File: src/rtl/bg_pkg.sv
// rtl/bg_pkg.sv - shared background tile geometry, attribute layout and colours
// Purpose: constants and the attribute-word type shared by the renderer and the
//          game engine that packs tile attribute words.
// Ports:   none (package)
package bg_pkg;

    localparam int TILE_W    = 16;
    localparam int TILE_H    = 16;
    localparam int TILE_COLS = 40;
    localparam int TILE_ROWS = 30;
    localparam int ACTIVE_V  = TILE_ROWS * TILE_H;
    localparam int LAT       = 4;

    // Attribute word bit positions
    localparam int ATTR_EN     = 8;
    localparam int ATTR_YF     = 7;
    localparam int ATTR_XF     = 6;
    localparam int ATTR_ROW_HI = 5;
    localparam int ATTR_ROW_LO = 3;
    localparam int ATTR_COL_HI = 2;
    localparam int ATTR_COL_LO = 0;

    localparam logic [11:0] TRANSP_COLOR = 12'hF0F;
    localparam logic [11:0] BG_COLOR     = 12'h6AF;

    typedef struct packed {
        logic       en;
        logic       yflip;
        logic       xflip;
        logic [2:0] srow;
        logic [2:0] scol;
    } tile_attr_t;

    function automatic tile_attr_t unpack_attr(input logic [ATTR_EN:0] w);
        tile_attr_t a;
        a.en    = w[ATTR_EN];
        a.yflip = w[ATTR_YF];
        a.xflip = w[ATTR_XF];
        a.srow  = w[ATTR_ROW_HI:ATTR_ROW_LO];
        a.scol  = w[ATTR_COL_HI:ATTR_COL_LO];
        return a;
    endfunction

endpackage

File: src/rtl/sync_delay.sv
// rtl/sync_delay.sv - pix_tick-enabled shift register for sync/blank flags
// Purpose: delays a W-bit vector by N enabled cycles (N >= 2).
// Ports:   clk, reset (sync, active-high), en_i (advance), d_i (W) in, q_o (W) out
module sync_delay #(
    parameter int W = 3,
    parameter int N = 4
) (
    input  logic         clk,
    input  logic         reset,
    input  logic         en_i,
    input  logic [W-1:0] d_i,
    output logic [W-1:0] q_o
);

    logic [N-1:0][W-1:0] sr_q;

    always_ff @(posedge clk) begin
        if (reset) begin
            sr_q <= '0;
        end else if (en_i) begin
            sr_q <= {sr_q[N-2:0], d_i};
        end
    end

    assign q_o = sr_q[N-1];

endmodule

File: src/rtl/bg_tile_renderer.sv
// rtl/bg_tile_renderer.sv - scrolled background tile renderer, 4-tick pixel pipeline
// Purpose: per pixel, applies fine horizontal scroll, reads the tile attribute,
//          fetches the (optionally flipped) texel from the 128x128 pattern sheet
//          and emits RGB plus delayed syncs aligned with it.
// Ports:   clk, reset (sync, active-high), pix_tick (pipeline enable),
//          video_on/hsync_in/vsync_in/x/y (pixel in), bg_x_offset (fine scroll),
//          tile_addr/tile_data (tile RAM, 1-clk latency),
//          pat_addr/pat_data (pattern ROM, 1-clk latency),
//          rgb/bg_opaque (pixel out), hsync_out/vsync_out/video_on_out (delayed).
// Config:  BG_DEBUG_GRID_EN - overlays a white 16x16 grid following the scroll.
// Memory reads are answered on the clock after the address register changes and
// captured on the next pix_tick, so pix_tick must be idle at least one clock in two.
module bg_tile_renderer
    import bg_pkg::*;
(
    input  logic        clk,
    input  logic        reset,
    input  logic        pix_tick,
    input  logic        video_on,
    input  logic        hsync_in,
    input  logic        vsync_in,
    input  logic [9:0]  x,
    input  logic [9:0]  y,
    input  logic [3:0]  bg_x_offset,
    output logic [15:0] tile_addr,
    input  logic [31:0] tile_data,
    output logic [13:0] pat_addr,
    input  logic [11:0] pat_data,
    output logic [11:0] rgb,
    output logic        bg_opaque,
    output logic        hsync_out,
    output logic        vsync_out,
    output logic        video_on_out
);

    logic [3:0]  off_l_q;
    logic [3:0]  off_eff;
    logic [10:0] xs;
    logic [6:0]  col_raw, col;
    logic [4:0]  row;
    logic [15:0] tile_addr_d, tile_addr_q;
    logic [3:0]  px0_q, py0_q, px1_q, py1_q;
    logic        vid0_q, vid1_q, vid2_q, en2_q;
    tile_attr_t  attr1_q;
    logic [3:0]  pxf, pyf;
    logic [13:0] pat_addr_d, pat_addr_q;
    logic [11:0] rgb_d, rgb_q;
    logic        opaque_d, opaque_q;
`ifdef BG_DEBUG_GRID_EN
    logic        grid2_q;
`endif

    logic unused_tile_bits;
    assign unused_tile_bits = &{1'b0, tile_data[31:ATTR_EN+1]};

    // The x==0 pixel itself already uses the offset being latched for its line.
    always_comb begin
        off_eff     = (x == 10'd0) ? bg_x_offset : off_l_q;
        xs          = {1'b0, x} + {7'd0, off_eff};
        col_raw     = 7'(xs >> $clog2(TILE_W));
        col         = (col_raw >= 7'(TILE_COLS)) ? col_raw - 7'(TILE_COLS) : col_raw;
        row         = (y >= 10'(ACTIVE_V)) ? 5'(TILE_ROWS - 1) : 5'(y >> $clog2(TILE_H));
        tile_addr_d = 16'(col) + 16'(row) * 16'(TILE_COLS);
    end

    always_comb begin
        pxf        = attr1_q.xflip ? ~px1_q : px1_q;
        pyf        = attr1_q.yflip ? ~py1_q : py1_q;
        pat_addr_d = {attr1_q.srow, pyf, attr1_q.scol, pxf};
    end

    always_comb begin
        rgb_d    = '0;
        opaque_d = 1'b0;
        if (!vid2_q) begin
            rgb_d    = '0;
            opaque_d = 1'b0;
        end
`ifdef BG_DEBUG_GRID_EN
        else if (grid2_q) begin
            rgb_d    = 12'hFFF;
            opaque_d = 1'b1;
        end
`endif
        else if (!en2_q || pat_data == TRANSP_COLOR) begin
            rgb_d    = BG_COLOR;
            opaque_d = 1'b0;
        end else begin
            rgb_d    = pat_data;
            opaque_d = 1'b1;
        end
    end

    always_ff @(posedge clk) begin
        if (reset) begin
            off_l_q     <= '0;
            tile_addr_q <= '0;
            px0_q       <= '0;
            py0_q       <= '0;
            vid0_q      <= 1'b0;
            attr1_q     <= '0;
            px1_q       <= '0;
            py1_q       <= '0;
            vid1_q      <= 1'b0;
            pat_addr_q  <= '0;
            en2_q       <= 1'b0;
            vid2_q      <= 1'b0;
            rgb_q       <= '0;
            opaque_q    <= 1'b0;
`ifdef BG_DEBUG_GRID_EN
            grid2_q     <= 1'b0;
`endif
        end else if (pix_tick) begin
            if (x == 10'd0) begin
                off_l_q <= bg_x_offset;
            end
            tile_addr_q <= tile_addr_d;
            px0_q       <= xs[3:0];
            py0_q       <= y[3:0];
            vid0_q      <= video_on;
            attr1_q     <= unpack_attr(tile_data[ATTR_EN:0]);
            px1_q       <= px0_q;
            py1_q       <= py0_q;
            vid1_q      <= vid0_q;
            pat_addr_q  <= pat_addr_d;
            en2_q       <= attr1_q.en;
            vid2_q      <= vid1_q;
            rgb_q       <= rgb_d;
            opaque_q    <= opaque_d;
`ifdef BG_DEBUG_GRID_EN
            grid2_q     <= (pxf == 4'd0) || (pyf == 4'd0);
`endif
        end
    end

    assign tile_addr = tile_addr_q;
    assign pat_addr  = pat_addr_q;
    assign rgb       = rgb_q;
    assign bg_opaque = opaque_q;

    sync_delay #(.W(3), .N(LAT)) u_sync_delay (
        .clk   (clk),
        .reset (reset),
        .en_i  (pix_tick),
        .d_i   ({hsync_in, vsync_in, video_on}),
        .q_o   ({hsync_out, vsync_out, video_on_out})
    );

endmodule

File: config.mk
export PLATFORM = sky130hd
export DESIGN_NAME = bg_tile_renderer
export DESIGN_NICKNAME = d
export VERILOG_FILES = /design/src/rtl/bg_pkg.sv /design/src/rtl/sync_delay.sv /design/src/rtl/bg_tile_renderer.sv
export SDC_FILE = /design/constraint.sdc
export NUM_CORES = 1
export LEC_CHECK = 0
export BUFFER_PORTS_ARGS = -buffer_cell sky130_fd_sc_hd__buf_4
export CAP_MARGIN = 20
export CORE_ASPECT_RATIO = 0.7
export CORE_MARGIN = 2
export CORE_UTILIZATION = 47
export DETAILED_ROUTE_END_ITERATION = 8
export PLACE_DENSITY = 0.75
export RECOVER_POWER = 25
export SLEW_MARGIN = 30
export SYNTH_ARGS = -nofsm -noshare
export SYNTH_HDL_FRONTEND = slang
export SYNTH_SLANG_ARGS = --single-unit
File: constraint.sdc
create_clock -name clk -period 10.9 [get_ports clk]
set_clock_uncertainty 0.1 [all_clocks]
set_input_delay 2.18 -clock clk [delete_from_list [all_inputs] [get_ports clk]]
set_output_delay 2.18 -clock clk [all_outputs]
set_load 0.01 [all_outputs]
==> flow_metrics.py, run 1 <==
metrics = {
    "cts": {
        "cts_buffers": 9,
        "cts.sinks": 81,
        "post_cts_resized": 0,
        "cts_htree_levels": 3,
        "clk_latency_ps": 320,
        "clockBufferDepth": 2,
        "cts_setup_buffers": 0,
        "path_clk_slew_ps": 60,
        "cts_tree": "built",
        "ctsHoldBuffers": 0,
        "cts-root-buf": "clkbuf_16",
    },
    "setup_path": {
        "crit_fanout": 84,
        "worstPathRequired_ps": 11060,
        "max_stage_delay_ps": 3180,
        "cp.depth": 6,
        "crit_path_start_kind": "primary input",
        "worstSetupPathType": "primary input to flop",
        "setup.worst_path.end_class": "flop",
        "worst-path-buf-inv": 2,
        "crit_family": "buffers and inverters",
        "crit_top_cell": "nor2_1",
        "critPathSlowestCell": "clkbuf_1",
        "reg2reg_depth": 16,
        "path_cells": "buf_4 -> clkbuf_1 -> nand3_1 -> nor2_1 -> a22oi_1 -> nor2_1",
        "worst-endpoint-arrival_ps": 6540,
    },
    "synthesis": {
        "ys_types": 51,
        "syn_inst": 400,
        "avgSynthCellArea_um2": 9.362,
        "yosysWarnings": 0,
        "synth.yosys.seq_area_share_pct": 43.30,
        "synth-main-ff-cell": "dfxtp_1",
        "synthArstFlopShare_pct": 0,
        "synth_seq_cells": 81,
        "synth_area_um2": 3745,
        "synth-edff-count": 0,
    },
    "drt": {
        "first_pass_iters": 4,
        "drt_wl_total_mm": 7.960,
        "ant_nets": 0,
        "vias": 3036,
        "drt_iter0_markers": 210,
        "post_drt_wl_per_cell_um": 13.61,
        "viasPerCell": 5.190,
        "drc": 0,
    },
    "placement": {
        "hpwlAfterDp_mm": 5.652,
        "gp_congestion": 0.8494,
        "port_buffers": 92,
    },
    "floorplan": {
        "row_count": 27,
        "dieArea_um2": 8709,
        "start_util_pct": 47.99,
        "core-area_um2": 7804,
        "io_pins": 120,
        "dieHeight_um": 78.68,
        "die_width_um": 110.7,
    },
    "sta": {
        "hold_violations": 0,
        "finalSetupTns_ps": 0,
        "worst_slew_pin_slew_ps": 4655,
        "finalCritPeriodShare_pct": 58.59,
        "report.final.slew_viol_count": 85,
        "fmax_ghz": 0.1566,
        "setup_viol": 0,
        "period_minus_slack_ps": 6387,
        "rsz0062_at_grt": "no",
        "relSlewSlack_pct": -210.4,
    },
    "final_layout": {
        "syn_to_final_growth_pct": 24.59,
        "nets": 570,
        "diodes": 0,
        "n_fill_cell": 700,
        "drive_gt1_share_pct": 18.80,
    },
    "power_and_ir_drop": {
        "ir_worst_vdd_uv": 96.73,
        "intPower_mw": 0.5631,
        "p_leak_nw": 2.046,
        "power_density_nw_per_um2": 157.2,
        "p_clk_share_pct": 44.0,
        "switchingPower_mw": 0.1704,
        "total_power_mw": 0.7336,
        "switching_share_pct": 23.23,
        "power_frac_seq_pct": 43.2,
        "combinationalPowerShare_pct": 12.8,
    },
    "worst_hold_path": {
        "min_path_cells": 2,
        "hold_path.class": "flop to flop",
    },
    "grt": {
        "grt_pass1_vias": 2687,
        "overflow": 0,
        "antenna_found_initial": 0,
        "grt_max_degree": 85,
        "grt_pass1_wl_mm": 13.21,
        "track_usage_pct": 18.83,
    },
    "outcome": {
        "status": "finished with violations",
        "violations": "max-capacitance violations, max-slew violations",
    },
    "flow_run": {
        "max_cap_viol_count": 1,
    },
}
[cells in the mapped netlist, drive strengths merged, types with 2 or more instances]
cell type   n  share of area [%]
xor2        2               0.47
a22oi       4               0.80
fa          3                1.6
nand2      17                1.7
a211oi     16                3.3
nand4b      3               0.70
mux2i      50                 13
nand4       2               0.33
o211ai      9                1.8
dfxtp      81                 43
or2         4               0.67
nor4        3               0.50
mux2        4                1.2
xnor2      15                3.5
nor3        5               0.67
o21bai      2               0.50
ha         14                4.7
and2        3               0.53
buf        13                1.9
o21ai       4               0.53
clkbuf     15                1.5
nor2       74                7.4
and3        3               0.50
nor2b       3               0.50
a21oi      17                2.5
nand3       6               0.80
inv        10                1.0
a21o        3               0.60
[final timing paths]
check	from	end	slack [ps]
worst max-delay path	pix_tick	rgb[6]	4510
worst min-delay path	rgb[9]	rgb[9]	370
worst max register to register	off_l_q[0]	tile_addr[9]	7020
worst min register to register	rgb[9]	rgb[9]	370
[power groups by stage]
stage,Clock [mW],Sequential [mW],Combinational [mW]
global route,0.347,0.319,0.105
floorplan,0,0.325,0.0568
global placement,0,0.323,0.0924
detailed placement,0,0.324,0.0949
CTS,0.331,0.317,0.0952
finish,0.322,0.317,0.0939
[worst reg2reg max path: cells and delay by family, from the launching register on]
family	cells	cell delay [ps]
mux	1	270
fa+ha+maj	4	1240
simple gates	6	1090
flops	1	310
compound gates	4	700
buf+inv	1	50
[cells in the final DEF (no fill, tap or decap), drive strengths merged, types with 2 or more instances in the layout]
| master | instances |
|---|---|
| clkbuf | 40 |
| dfxtp | 81 |
| o21bai | 2 |
| nor2b | 3 |
| a211oi | 16 |
| a21o | 3 |
| fa | 3 |
| and3 | 3 |
| buf | 63 |
| xor2 | 2 |
| nor3 | 5 |
| nand3 | 6 |
| a21oi | 17 |
| mux2i | 50 |
| xnor2 | 15 |
| and2 | 3 |
| nand4 | 2 |
| conb | 4 |
| or2 | 4 |
| ha | 14 |
| clkinv | 3 |
| o21ai | 4 |
| a22oi | 4 |
| nand4b | 3 |
| bufinv | 2 |
| nand2 | 17 |
| o211ai | 9 |
| nor4 | 3 |
| inv | 12 |
| nor2 | 74 |
| mux2 | 4 |
[cells by family after synthesis]
kind of cell	Yosys count	synth area share (%)
AOI/OAI and AO/OA	62	11.63
xor gates and xnor gates	17	3.976
adders and majority gates	17	6.281
buffers and inverters	39	4.544
DFF	81	43.30
muxes	54	14.57
other	1	0.1001
and+or+nand+nor	129	15.60
[layer usage]
metal  vias to the layer above  routed length, um  GRT usage [%]
li1                       1545                  -              -
met1                      1389               3848          25.43
met2                        96               3539          28.83
met3                         6                506          5.637
met4                         0                 65          6.500
met5                         -                  0              0
[flip-flops by register name, indices dropped and copies added, names as in the netlist]
signal	count
off_l_q	4
px0_q	4
rgb	12
py0_q	4
tile_addr	12
px1_q	4
u_sync_delay.sr_q	9
u_sync_delay.q_o	3
bg_opaque	1
py1_q	4
attr1_q	9
pat_addr	14
en2_q	1
[through the flow]
stage          instances  hold slack [ps]  utilization (%)  worst slack, ps  cell area [um2]
6_report             585            365.1            59.79             4513             4666
5_1_grt              585            386.1            59.79             3878             4666
4_1_cts              585            368.8            61.28             4724             4782
3_5_place_dp         569            358.9            57.09             4374             4456
3_3_place_gp         569            351.8            57.05             4461             4452
2_1_floorplan        403            357.6                -             4945             3756
[layout make-up]
class | count | area, um2 | area share, %
inverters | 11 | 41.29 | 0.8850
repair buffers | 93 | 585.6 | 12.55
multi-input cells | 283 | 1964 | 42.10
clock inverters | 6 | 87.58 | 1.877
clock buffers | 10 | 239.0 | 5.122
well taps | 101 | 126.4 | 2.708
flip-flops and latches | 81 | 1622 | 34.75
Power figures use the tool's default switching activity.
==> run 2: changes to the inputs <==
==> constraint.sdc (replaced) <==
create_clock -name clk -period 6 [get_ports clk]
set_clock_uncertainty 0.1 [all_clocks]
set_input_delay 1.2 -clock clk [delete_from_list [all_inputs] [get_ports clk]]
set_output_delay 1.2 -clock clk [all_outputs]
set_load 0.01 [all_outputs]
==> run 2 against run 1 <==
  * The run still ends with max-capacitance violations, max-slew violations left
  * Sequential share of layout area barely moved
  * Routed wire length increased by 3.5%
  * Highest routed layer unchanged
  * Critical path depth increased by 13
  * Combinational power up 85%
  * Register-to-register slack got worse by 5000 ps
  * Die area unchanged
  * Sequential cell count unchanged
  * Non-clock buffer count unchanged
  * Hold slack gained 2.9 ps
  * Global-route usage down 0.057 points
==> flow_metrics.py, run 2 (synthesis results as in run 1) <==
metrics = {
    "setup_path": {
        "worst-endpoint-arrival_ps": 5420,
        "max_stage_delay_ps": 430,
        "worstPathRequired_ps": 6080,
        "crit_start": "x[0]",
        "crit_path_start_kind": "primary input",
        "r2r-start": "off_l_q[0]",
        "crit_top_cell": "nand3_1",
        "setup.worst_path.end_class": "flop",
        "worstSetupPathType": "primary input to flop",
        "path_cells": "buf_4 -> nor4_1 -> nand3_1 -> mux2_2 -> ha_1 -> fa_1 -> nand3_1 -> and2_1 -> nand2_1 -> a21o_1 -> a32oi_1 -> ha_1 -> inv_1 -> fa_1 -> nor2b_1 -> o22a_1 -> nand3_1 -> or4_1 -> o311ai_1",
        "reg2reg_to": "tile_addr[9]",
        "crit_family": "simple AND/OR/NAND/NOR gates",
        "worst-path-buf-inv": 2,
        "reg2reg_depth": 16,
        "r2r_slack_ps": 2030,
        "critPathSlowestCell": "fa_1",
        "crit_fanout": 4,
    },
    "final_layout": {
        "diodes": 0,
        "n_fill_cell": 721,
        "largest_reg_flops": 14,
        "syn_to_final_growth_pct": 24.49,
        "utilization_pct": 59.74,
        "nets": 570,
        "drive_gt1_share_pct": 18.60,
        "final_cell_mix": "dfxtp_1 (81), nor2_1 (74), buf_4 (63)",
        "final_common_cell": "dfxtp_1",
    },
    "floorplan": {
        "die_width_um": 110.7,
        "row_count": 27,
        "dieArea_um2": 8709,
        "io_pins": 120,
        "dieHeight_um": 78.68,
        "start_util_pct": 47.99,
        "core-area_um2": 7804,
    },
    "worst_hold_path": {
        "holdPathEnd": "rgb[2]",
        "min_from": "rgb[2]",
        "hold_path.class": "flop to flop",
        "min_path_cells": 2,
    },
    "power_and_ir_drop": {
        "power_frac_seq_pct": 44.0,
        "ir_worst_vdd_uv": 165.7,
        "p_clk_share_pct": 42.8,
        "total_power_mw": 1.311,
        "switching_share_pct": 23.35,
        "intPower_mw": 1.005,
        "switchingPower_mw": 0.3061,
        "combinationalPowerShare_pct": 13.3,
        "power_density_nw_per_um2": 281.3,
        "p_leak_nw": 2.038,
    },
    "cts": {
        "path_clk_slew_ps": 60,
        "clk_latency_ps": 320,
        "cts_buffers": 9,
        "cts-root-buf": "clkbuf_16",
        "cts.sinks": 81,
        "clockBufferDepth": 2,
        "post_cts_resized": 0,
        "cts_tree": "built",
        "cts_setup_buffers": 0,
        "ctsHoldBuffers": 0,
        "cts_htree_levels": 3,
    },
    "sta": {
        "finalSetupTns_ps": 0,
        "setup_viol": 0,
        "finalCritPeriodShare_pct": 88.97,
        "fmax_ghz": 0.1873,
        "period_minus_slack_ps": 5338,
        "rsz0062_at_grt": "no",
        "relSlewSlack_pct": -172.4,
        "report.final.slew_viol_count": 85,
        "worst_slew_pin_slew_ps": 4086,
        "hold_violations": 0,
    },
    "drt": {
        "drc": 0,
        "first_pass_iters": 6,
        "drt_wl_total_mm": 8.239,
        "vias": 3052,
        "drt_iter0_markers": 189,
        "ant_nets": 0,
        "post_drt_wl_per_cell_um": 14.08,
        "viasPerCell": 5.217,
    },
    "placement": {
        "hpwlAfterDp_mm": 5.833,
        "gp_congestion": 0.8544,
        "port_buffers": 92,
    },
    "flow_run": {
        "max_cap_viol_count": 1,
    },
    "grt": {
        "grt_max_degree": 85,
        "overflow": 0,
        "grt_pass1_vias": 2873,
        "grt_pass1_wl_mm": 13.21,
        "track_usage_pct": 18.77,
        "antenna_found_initial": 0,
    },
    "outcome": {
        "violations": "max-capacitance violations, max-slew violations",
        "status": "finished with violations",
    },
}
==> run 2: cell types whose count changed in the layout (fill, tap and decap cells not counted), sizes merged <==
cell           before  now
clkbuf             40   42
clkinv              3    1
bufinv              2    1
clkdlybuf4s25       0    1
clkinvlp            0    1
inv                12   11
==> run 2: area by class of cell <==
class	count	area, um2	area share (%)
multi-input combinational	283	1964	42.14
timing repair buffer	93	591.8	12.69
sequential	81	1622	34.78
clock buffer	13	270.3	5.797
inverter	11	41.29	0.8857
clock inverter	3	46.29	0.9930
tap	101	126.4	2.711
==> run 2: routing by layer <==
layer / track usage [%] / vias to the layer above / share of wire (%)
met3: 5.405 / 12 / 4.8
met2: 30.67 / 88 / 45
met4: 7.000 / 0 / 1.3
met5: 0 / - / 0
met1: 23.78 / 1404 / 49
li1: - / 1548 / -
==> run 2: tightest hold or removal path: cells and delay by family (launching register included) <==
kind             cells  cell delay (ps)
flip-flops           1              310
AO/OA/AOI/OAI        1               60
AND/OR/NAND/NOR      1               60
==> run 2: worst max-delay path by stage <==
| stage | end | cells past startpoint | slack (ps) |
|---|---|---|---|
| 3_3_place_gp | tile_addr[9] | 19 | 550 |
| 3_5_place_dp | tile_addr[9] | 19 | 390 |
| 2_1_floorplan | tile_addr[9] | 18 | 1030 |
| 4_1_cts | tile_addr[9] | 19 | 720 |
| 5_1_grt | rgb[11] | 6 | 300 |
| 6_report | tile_addr[9] | 19 | 660 |
==> run 2: power groups by stage <==
stage               Sequential [mW]  Clock, mW  Combinational [mW]
floorplan                     0.590          0               0.103
global placement              0.587          0               0.168
detailed placement            0.588          0               0.174
CTS                           0.577      0.578               0.175
global route                  0.579      0.600               0.191
finish                        0.576      0.561               0.174
==> run 2: through the flow <==
| stage | cell area (um2) | setup slack, ps | instances | hold slack (ps) |
|---|---|---|---|---|
| 2_1_floorplan | 3756 | 1025 | 403 | 357.6 |
| 3_3_place_gp | 4452 | 550.4 | 569 | 352.0 |
| 3_5_place_dp | 4456 | 392.9 | 569 | 359.4 |
| 4_1_cts | 4772 | 720.2 | 585 | 368.8 |
| 5_1_grt | 4662 | 300.5 | 585 | 378.4 |
| 6_report | 4662 | 661.9 | 585 | 368.0 |
